[src/rtl/sn_encoder.sv]
// Binary-to-stochastic encoder: four bipolar 4-bit lanes compared against a 16-state de Bruijn source.
// Optional macro SN_ENCODER_DECORR_EN rotates the random value per lane to decorrelate streams.
module sn_encoder #(
    parameter int unsigned     LANES  = 4,
    parameter int unsigned     DATA_W = 4,
    parameter logic [DATA_W-1:0] SEED = 4'b0001
) (
    input  logic              i_clk_sng,
    input  logic              i_rst_n_sng,
    input  logic              i_start_sng,
    input  logic              i_stop_sng,
    input  logic [DATA_W-1:0] i_x_sng [LANES-1:0],
    input  logic [DATA_W-1:0] i_len_sng,
    output logic              o_busy_sng,
    output logic              o_valid_sng,
    output logic              o_done_sng,
    output logic              o_sn_bit [LANES-1:0]
);

    typedef enum logic [1:0] {StIdle, StGen, StDone} state_e;

    state_e            state_q, state_d;
    logic [DATA_W-1:0] cnt_q, cnt_d;
    logic [DATA_W-1:0] r_q, r_d;
    logic [DATA_W-1:0] len_q, len_d;
    logic [DATA_W-1:0] x_q [LANES-1:0];
    logic [DATA_W-1:0] x_d [LANES-1:0];
    logic [DATA_W-1:0] r_next;

    // Extra term on r[2:0]==0 splices the all-zero state into the 15-state LFSR cycle.
    assign r_next = {r_q[2:0], r_q[3] ^ r_q[2] ^ (r_q[2:0] == 3'b000)};

    always_ff @(posedge i_clk_sng or negedge i_rst_n_sng) begin
        if (!i_rst_n_sng) begin
            state_q <= StIdle;
            cnt_q   <= '0;
            r_q     <= SEED;
            len_q   <= '0;
            for (int i = 0; i < int'(LANES); i++) begin
                x_q[i] <= '0;
            end
        end else begin
            state_q <= state_d;
            cnt_q   <= cnt_d;
            r_q     <= r_d;
            len_q   <= len_d;
            x_q     <= x_d;
        end
    end

    always_comb begin
        state_d = state_q;
        cnt_d   = cnt_q;
        r_d     = r_q;
        len_d   = len_q;
        x_d     = x_q;
        unique case (state_q)
            StIdle, StDone: begin
                // Stop wins over start when both arrive outside a frame.
                if (i_start_sng && !i_stop_sng) begin
                    state_d = StGen;
                    x_d     = i_x_sng;
                    len_d   = i_len_sng;
                    r_d     = SEED;
                    cnt_d   = '0;
                end else begin
                    state_d = StIdle;
                end
            end
            StGen: begin
                if (i_stop_sng) begin
                    state_d = StIdle;
                    cnt_d   = '0;
                    r_d     = SEED;
                end else begin
                    r_d   = r_next;
                    cnt_d = cnt_q + 1'b1;
                    if (cnt_q == len_q) begin
                        state_d = StDone;
                        cnt_d   = '0;
                    end
                end
            end
            default: state_d = StIdle;
        endcase
    end

    always_comb begin
        o_busy_sng  = (state_q == StGen);
        o_valid_sng = (state_q == StGen);
        o_done_sng  = (state_q == StDone);
        for (int i = 0; i < int'(LANES); i++) begin
            logic [DATA_W-1:0] u;
            logic [DATA_W-1:0] r_lane;
            u = x_q[i] ^ {1'b1, {(DATA_W-1){1'b0}}};
`ifdef SN_ENCODER_DECORR_EN
            r_lane = (r_q << (i % int'(DATA_W))) | (r_q >> ((int'(DATA_W) - (i % int'(DATA_W))) % int'(DATA_W)));
`else
            r_lane = r_q;
`endif
            o_sn_bit[i] = (state_q == StGen) && (u > r_lane);
        end
    end

endmodule
[config.mk]
export PLATFORM = sky130hd
export DESIGN_NAME = sn_encoder
export DESIGN_NICKNAME = d
export VERILOG_FILES = /design/src/rtl/sn_encoder.sv
export SDC_FILE = /design/constraint.sdc
export NUM_CORES = 1
export LEC_CHECK = 0
export CAP_MARGIN = 0
export CORE_MARGIN = 3
export CORE_UTILIZATION = 30
export DETAILED_ROUTE_END_ITERATION = 16
export GPL_TIMING_DRIVEN = 0
export PLACE_DENSITY_LB_ADDON = 0.15
export SLEW_MARGIN = 20
export SYNTH_ARGS = -nofsm -noshare
export SYNTH_HDL_FRONTEND = slang
export SYNTH_SLANG_ARGS = --single-unit
export TNS_END_PERCENT = 50
[constraint.sdc]
create_clock -name i_clk_sng -period 1.2 [get_ports i_clk_sng]
set_clock_uncertainty 0.05 [all_clocks]
set_input_delay 0.12 -clock i_clk_sng [delete_from_list [all_inputs] [get_ports i_clk_sng]]
set_output_delay 0.12 -clock i_clk_sng [all_outputs]
set_load 0.03 [all_outputs]
# Word level (Yosys, flattened, before mapping)

Cells that the tools add are included.

Flip-flop bits (word level): 30
Input bits: 24
Output and inout bits: 7

Order comparisons: 4
Bitwise operators: 6
Mux-type cells: 11
Reductions and logical operators: 12
Add/subtract/negate cells: 1
Equality and inequality tests: 5

Operator list:

| kind                                                                     | number |
|---|---|
| 4-bit two-way mux                                                        | 5 |
| 4-bit > comparator                                                       | 4 |
| 4-bit case mux with 2 select lines                                       | 2 |
| 1-bit logical AND                                                        | 5 |
| 4-bit by 1-bit adder with 4-bit output (second input constant)           | 1 |
| 4-bit == test                                                            | 1 |
| 2-bit two-way mux                                                        | 2 |
| 1-bit NOT                                                                | 4 |
| 2-bit case mux with 2 select lines                                       | 1 |
| 2-bit AND reduction                                                      | 2 |
| 3-bit logical NOT                                                        | 1 |
| 3-bit by 2-bit inequality test with 1-bit output (second input constant) | 1 |
| 2-bit by 1-bit == test with 1-bit output (second input constant)         | 1 |
| 2-bit == test (second input constant)                                    | 1 |
| 2-bit logical NOT                                                        | 1 |
| 2-bit inequality test (second input constant)                            | 1 |
| 2-bit nonzero test                                                       | 1 |
| 2-bit OR reduction                                                       | 1 |
| 1-bit XOR                                                                | 2 |
| 1-bit logical NOT                                                        | 1 |
| 1-bit two-way mux                                                        | 1 |

# Logic depth before layout (Yosys ltp)

Gate-level depths: netlist of run 1.

Depth in word-level cells: 4
Mapped depth: 6

# Least setup slack after synthesis of run 1

OpenSTA, ideal clock, no wires.

Path kind: flip-flop to output port
Start: reg r_q[1]
End: out o_sn_bit[1] (netlist name)
Setup slack: -0.483 ns
Stages on the path, launching flop included: 7
Data arrival time: 1.513 ns
Path through: dfrtp_1 > inv_1 > ha_1 > nor2b_1 > o21a_1 > o21ai_0 > a21oi_1

RTL lines:

| element                  | RTL line | source |
|---|---|---|
| start: declaration       | 24       | `logic [DATA_W-1:0] r_q, r_d;` |
| start signal: assignment | 45       | `r_q <= r_d;` |
| end: declaration         | 17       | `output logic o_sn_bit [LANES-1:0]` |

==> results of run 1 <==
## through the flow
stage               utilization [%]  hold WS, ns  power, mW  setup slack [ns]
finish                        48.14       0.3335      4.147           -0.6244
global route                  48.14       0.3349      4.506           -0.7116
CTS                           47.00       0.3305      4.131           -0.6625
detailed placement            40.74       0.1573      2.981           -0.8597
global placement              40.83       0.4637      2.920           -0.8237
floorplan                         -      -0.2256      2.516           -0.2090
## cells in the mapped netlist
master | instances | area share (%)
ha_1 | 17 | 13
buf_2 | 2 | 0.62
a22o_1 | 3 | 1.6
buf_4 | 3 | 1.4
xnor2_1 | 5 | 2.7
nand4_1 | 4 | 1.5
nor3_1 | 1 | 0.31
nand3_1 | 3 | 0.93
o221a_2 | 2 | 1.4
nand2_1 | 13 | 3.0
nor3b_2 | 1 | 0.77
nor2b_1 | 3 | 1.2
dfstp_2 | 1 | 1.6
o21ai_0 | 12 | 3.7
nor2_1 | 3 | 0.70
clkbuf_1 | 1 | 0.23
dfrtp_1 | 29 | 45
o21a_1 | 2 | 0.93
o22ai_1 | 2 | 0.77
inv_1 | 18 | 4.2
a32o_1 | 1 | 0.62
nor3b_1 | 1 | 0.46
o311ai_2 | 1 | 1.0
and2b_1 | 2 | 0.93
nand2b_1 | 1 | 0.39
xor2_1 | 1 | 0.54
a21oi_1 | 5 | 1.5
nand2_2 | 1 | 0.39
mux2_2 | 12 | 8.4
## cells by family (layout without fill, tap and decap cells)
kind of cell	count (synthesis)	count (layout)	share of synthesized area, %
muxes	12	12	8.366
AOI/OAI and AO/OA	28	28	11.62
DFF	30	30	46.55
and+or+nand+nor	33	33	10.61
buffers and inverters	24	80	6.429
adders and majority gates	17	17	13.17
xor gates and xnor gates	6	6	3.253
## worst min-delay path by stage
stage | endpoint | depth (start not counted)
global placement | r_q[3]$_DFFE_PN0P_ | 1
global route | x_q[11]$_DFFE_PN0P_ | 3
CTS | x_q[3]$_DFFE_PN0P_ | 3
floorplan | cnt_q[0]$_DFFE_PN0P_ | 0
detailed placement | x_q[14]$_DFFE_PN0P_ | 1
finish | x_q[3]$_DFFE_PN0P_ | 3
## repair_timing
action / in CTS / in global routing
cloned: 1 / 0
resized for setup: 80 / 18
hold endpoints to repair: 29 / 0
pin swaps: 15 / 10
buffers inserted: 14 / 3
hold buffers: 1 / 0
endpoints found under the setup margin: 37 / 37
## worst max-delay path, stage by stage, from the launching register on
cell	delay (ns)
dfstp_2	0.62
ha_1	0.18
nor2b_1	0.05
o21a_1	0.17
o21ai_2	0.15
a21oi_4	0.07
buf_6	0.14
## state kept, by name, summed over array words and instances (netlist names)
register / cells
cnt_q: 4
state_q: 2
x_q: 16
len_q: 4
r_q: 4
## final cells by class
type / count / area share [%]
Timing Repair Buffer: 49 / 19.25
Inverter: 18 / 2.714
Clock inverter: 1 / 0.2010
Sequential cell: 30 / 30.20
Clock buffer: 7 / 3.467
Multi-Input combinational cell: 96 / 38.24
Tap cell: 70 / 3.518
Buffer: 5 / 2.412
## metal layers
metal,up-vias,GRT usage [%],wire (um)
met4,0,4.467,33
met1,635,15.71,1584
met2,20,23.99,2061
li1,628,-,-
met3,4,4.966,143
met5,-,0,0
## power groups by stage
stage                     sequential, mW  combinational (mW)  clock (mW)
final                               1.45                1.87       0.833
after global routing                1.48                2.09       0.938
after CTS                           1.45                1.82       0.864
after detailed placement            1.47                1.51           0
after global placement              1.46                1.46           0
after floorplan                     1.41                1.10           0
==> metrics.md, run 1 <==
| Metric | Value |
|---|---|
| Status | complete, but fails checks |
| Failing checks | setup timing |
| Multi-input combinational cell area | 952.2 sq um |
| Top Ports | 31 |
| Number of synthesized register bits | 30 |
| Worst hold path startpoint | i_x_sng[3] |
| Horiz. Die Dim | just under 80 um |
| Nets | between 200 and 250 |
| Ant. Diodes | 0 |
| DPL Wire Length | around 2700 um |
| Routed vias | around 1,300 |
| Drt first pass iters | 4 |
| Slew @ Worst Pin | 0.7145 ns |
| Total wire length | approximately 3800 um |
| IO buf count | 30 |
| Crit share post-route | 152.0% |
| Drt via density | roughly 4.7 |
| Worst hold path class | input port to register |
| Starting Density | between 30% and 40% |
| Root buf cell | clkbuf_8 |
| First-pass GRT wire length | 6568 um |
| CTS tree | built |
| YS warnings | 0 |
| Peak VDD IR | about 0.73 mV |
| Count of final max-slew check failures | 0 |
| Final hold violations | 0 |
| Final ANT Viol Nets | 0 |
| Sequential Power Share | a little over a third |
| Commonest non-fill, non-tap cell in the layout | dfrtp_1 |
| Combinational Power Share | between 40 and 50% |
| Row Count | 26 |
| Total negative slack | -9.152 ns |
| Clock Power Share | between 20 and 25% |
| Reg2reg start | state_q[0]$_DFFE_PN0P_ |
| Initial antenna violation count | 0 |
| Synth Cell Area | 1615 sq um |
| Clk_lat worst skew | between 0.2 and 0.3 ns |
| Register area share after synthesis | a little under half |
| Sw frac | about a third |
| Sink Count | 30 |
| Placed insts | between 200 and 300 |
| DR WL/cell | between 10 and 15 um |
| Sw power | about 1.4 mW |
| Data arrival, critical path | 1.65 ns |
| Endpoints failing setup | 35 |
| Netlist cell types | 29 |
| Storage element area | between 700 and 800 sq um |
| Critical Path Start | r_q[0]$_DFFE_PN1P_ |
| Worst setup SP type | register |
| Internal | 2.727 mW |
| Reg2Reg Setup Slack | -0.30 ns |
| Buffers from clock root to sink, at most | 2 |
| Largest net degree at the start of global routing | 31 |
| Most frequent cells in the layout | 29 x dfrtp_1, 22 x clkdlybuf4s50_1, 15 x inv_1, 15 x buf_6, 13 x ha_1 |
| H-tree depth | 2 |
| Critical path peak fanout | 7 |
| Cell Pwr Density | roughly 1700 nW/um^2 |
| Total gr overflow | 0 |
| Avg Cell Area, Syn | around 11 sq um |
| Syn_nets | ~190 |
| Drt first-iter violations | just under 80 |
| Crit. End Element | output pin |
| Slew HR | between 50 and 60% |
| MaxCap Viol Count | 0 |
| Worst-path clk slew | ~0.06 ns |
| Achievable Freq | around 0.55 GHz |
| Minimum clock period | around 1.8 ns |
| Layout cells sized above 1 | a little under two fifths |
| Core area | 5172 sq um |
| WP data required | 1.03 ns |
| Fillers | approximately 470 |
| Die Area | 6300 sq um |
| DRC violations left | 0 |
| Design area | approximately 2500 sq um |
| Post-DP Area | 2107 sq um |
| Lkg Pwr | roughly 1.1 nW |
| Reg2Reg Depth | 5 |
| Critical R2R Capture | x_q[1]$_DFFE_PN0P_ |
| P&R area growth vs syn | 54.14% |
| Chip Height | between 70 and 80 um |
| Cell count after synthesis | 150 |
| GRT Total Usage | between 10 and 15% |
| Vias in the first global route | about 1,500 |
| Finished Layout Cells | 276 |
| Routability cong. | ~0.73 |
| Fin worst setup slack | -0.6244 ns |
| Crit path kind | register to output pin |
| Critical Path Sink | o_sn_bit[3] |
| CTS Buf Count | 5 |
| RSZ-0062 raised after global routing | yes |
No activity file was read; power rests on OpenSTA's default activity.
==> run 2, diff against run 1 <==
- CAP_MARGIN: 0 -> 20
- PLACE_DENSITY_LB_ADDON: 0.15 -> unset
==> run 2 against run 1 <==
  * Sequential share of layout area is 0.57 points lower
  * Via count decreased by 1.3%
  * Wire length increased by 1.7%
  * The flow still finishes with violations (setup timing)
==> metrics.md, run 2 (same netlist as run 1, synthesis figures left out) <==
| Metric | Value |
|---|---|
| DRC violations left | 0 (unchanged) |
| Final hold violations | 0 (unchanged) |
| Status | complete, but fails checks |
| Worst hold path startpoint | i_x_sng[15] |
| Achievable Freq | 0.5363 GHz (-2.2%) |
| Worst path top cell family by delay | flip-flops |
| Largest register FFs | 16 (unchanged) |
| Drt first-iter violations | 44 (-43%) |
| Data arrival, critical path | 1.69 ns (+0.04 ns) |
| Count of final max-slew check failures | 0 (unchanged) |
| Clk_lat worst skew | 0.29 ns (about the same) |
| Top reg by flops | x_q |
| Endpoints failing setup | 36 (+2.9%) |
| Worst setup SP type | register |
| Routed vias | 1,270 (-1.3%) |
| Die Area | 6300 sq um (unchanged) |
| Top Ports | 31 (unchanged) |
| Row Count | 26 (unchanged) |
| Starting Density | 31.23% (unchanged) |
| Minimum clock period | 1.865 ns (+0.04018 ns) |
| First-pass GRT wire length | 6444 um (-1.9%) |
| Design area | 2537 sq um (+1.9%) |
| Crit path kind | register to output pin |
| Critical R2R Capture | len_q[1]$_DFFE_PN0P_ |
| Ant. Diodes | 0 (unchanged) |
| Commonest non-fill, non-tap cell in the layout | dfrtp_1 |
| H-tree depth | 2 (unchanged) |
| Vias in the first global route | 1,372 (-5.5%) |
| Most frequent cells in the layout | 29 x dfrtp_1, 22 x clkdlybuf4s50_1, 15 x inv_1 |
| Slowest cell on crit path | dfrtp_1 |
| Drt first pass iters | 4 (unchanged) |
| Core area | 5172 sq um (unchanged) |
| Sink Count | 30 (unchanged) |
| Worst Path Buf+Inv | 2 (+1) |
| Nets | 241 (-2.0%) |
| Critical path peak fanout | 4 (-3) |
| CTS tree | built |
| Failing checks | setup timing |
| Crit. End Element | output pin |
| DR WL/cell | 14.34 um (+3.5%) |
| MaxCap Viol Count | 0 (unchanged) |
| Drt via density | 4.686 (+0.50%) |
| Routability cong. | 0.7546 (+3.1%) |
| Total gr overflow | 0 (unchanged) |
| Peak VDD IR | 1.106 mV (+52%) |
| Crit-path max cell delay | 0.42 ns (-0.20 ns) |
| Slew HR | 53.74% (+1.4 points) |
| Reg2Reg Depth | 5 (unchanged) |
| P&R area growth vs syn | 57.09% |
| Root buf cell | clkbuf_8 |
| Hold depth | 3 (unchanged) |
| Horiz. Die Dim | 79.38 um (unchanged) |
| Final ANT Viol Nets | 0 (unchanged) |
| Buffers from clock root to sink, at most | 2 (unchanged) |
| Layout cells sized above 1 | 40.30% (+1.9 points) |
| Hold EP | x_q[15]$_DFFE_PN0P_ |
| Slew @ Worst Pin | 0.6939 ns (-0.02056 ns) |
| Largest net degree at the start of global routing | 31 (unchanged) |
| Lkg Pwr | 1.121 nW (+1.5%) |
| Total wire length | 3887 um (+1.7%) |
| Fin worst setup slack | -0.6645 ns (-0.04018 ns) |
| Reg2Reg Setup Slack | -0.30 ns (about the same) |
| Critical-path cell list | inv_4 > ha_4 > nor2b_1 > o21a_1 > o21ai_2 > a21oi_4 > buf_6 |
| CTS Buf Count | 5 (unchanged) |
| Worst hold path class | input port to register |
| DPL Wire Length | 2553 um (-5.9%) |
| RSZ-0062 raised after global routing | yes |
| Reg2reg start | state_q[0]$_DFFE_PN0P_ |
| Crit share post-route | 155.4% (+3.3 points) |
| Initial antenna violation count | 0 (unchanged) |
| Chip Height | 79.38 um (unchanged) |
| WP data required | 1.03 ns (about the same) |
| IO buf count | 30 (unchanged) |
| Post-DP Area | 2107 sq um (unchanged) |
| GRT Total Usage | 13.54% (-0.27 points) |
| Worst-path clk slew | 0.07 ns (about the same) |
| Cell Pwr Density | 1758 nW/um^2 (+5.6%) |
| Post-layout util | 49.06% (+0.92 points) |
-- run 2: changes by cell type in the layout (fill, tap and decap cells not counted), sizes merged --
cell,before,now
buf,31,26
clkinv,1,2
clkbuf,7,5
bufinv,0,1
-- run 2: layer usage --
layer  GRT usage, %  vias to the layer above  part of all wire [%]
li1               -                      618                     -
met3          4.289                       11                   4.9
met1          15.78                      606                    42
met5              0                        -                     0
met2          23.65                       35                    51
met4          4.124                        0                   2.4
-- run 2: area by class of cell --
| class | instances | area [sq um] |
|---|---|---|
| inverter | 18 | 72.57 |
| timing repair buffer | 43 | 430.4 |
| clock inverter | 3 | 40.04 |
| sequential | 30 | 752.0 |
| multi-input combinational | 96 | 1011 |
| tap | 70 | 87.58 |
| buffer | 6 | 75.07 |
| fill | 462 | 2635 |
| clock buffer | 5 | 68.82 |
-- run 2: per-stage QoR --
stage               instances  setup TNS (ns)  hold WS, ns  total power [mW]  setup WS (ns)
floorplan                 150          -2.777      -0.2256             2.516        -0.2090
global placement          250          -33.92       0.4574             2.925        -0.8323
detailed placement        250          -16.53       0.1702             2.978        -0.8767
CTS                       268          -8.940       0.3243             4.295        -0.7048
global route              271          -11.76       0.3293             4.807        -0.7437
finish                    271          -9.122       0.3344             4.462        -0.6645
-- run 2: worst max path at each step --
stage                             from     endpoint  slack [ns]  depth (start not counted)
detailed placement  r_q[1]$_DFFE_PN0P_  o_sn_bit[1]       -0.88                          7
floorplan           r_q[1]$_DFFE_PN0P_  o_sn_bit[1]       -0.21                          6
global route        r_q[1]$_DFFE_PN0P_  o_sn_bit[1]       -0.74                          7
global placement    r_q[1]$_DFFE_PN0P_  o_sn_bit[1]       -0.83                          7
CTS                 r_q[1]$_DFFE_PN0P_  o_sn_bit[1]       -0.70                          7
finish              r_q[1]$_DFFE_PN0P_  o_sn_bit[1]       -0.66                          7
-- run 2: power by group --
part / switching (mW) / total [mW] / internal, mW
Combinational: 0.925 / 2.00 / 1.07
Sequential: 0.186 / 1.44 / 1.25
Clock: 0.413 / 1.02 / 0.611
Total: 1.52 / 4.46 / 2.94
-- run 2: repair_timing --
item	in CTS	in global routing
endpoints found under the hold margin	29	0
setup endpoints to repair	37	37
setup buffers	8	3
resized for setup	86	22
hold buffers	1	0
pin swaps	16	13
cloned	1	0
-- run 2: tightest hold or removal path, cell delays in order --
cell	delay (ns)
clkdlybuf4s50_1	0.40
nand2_1	0.06
o21ai_1	0.05
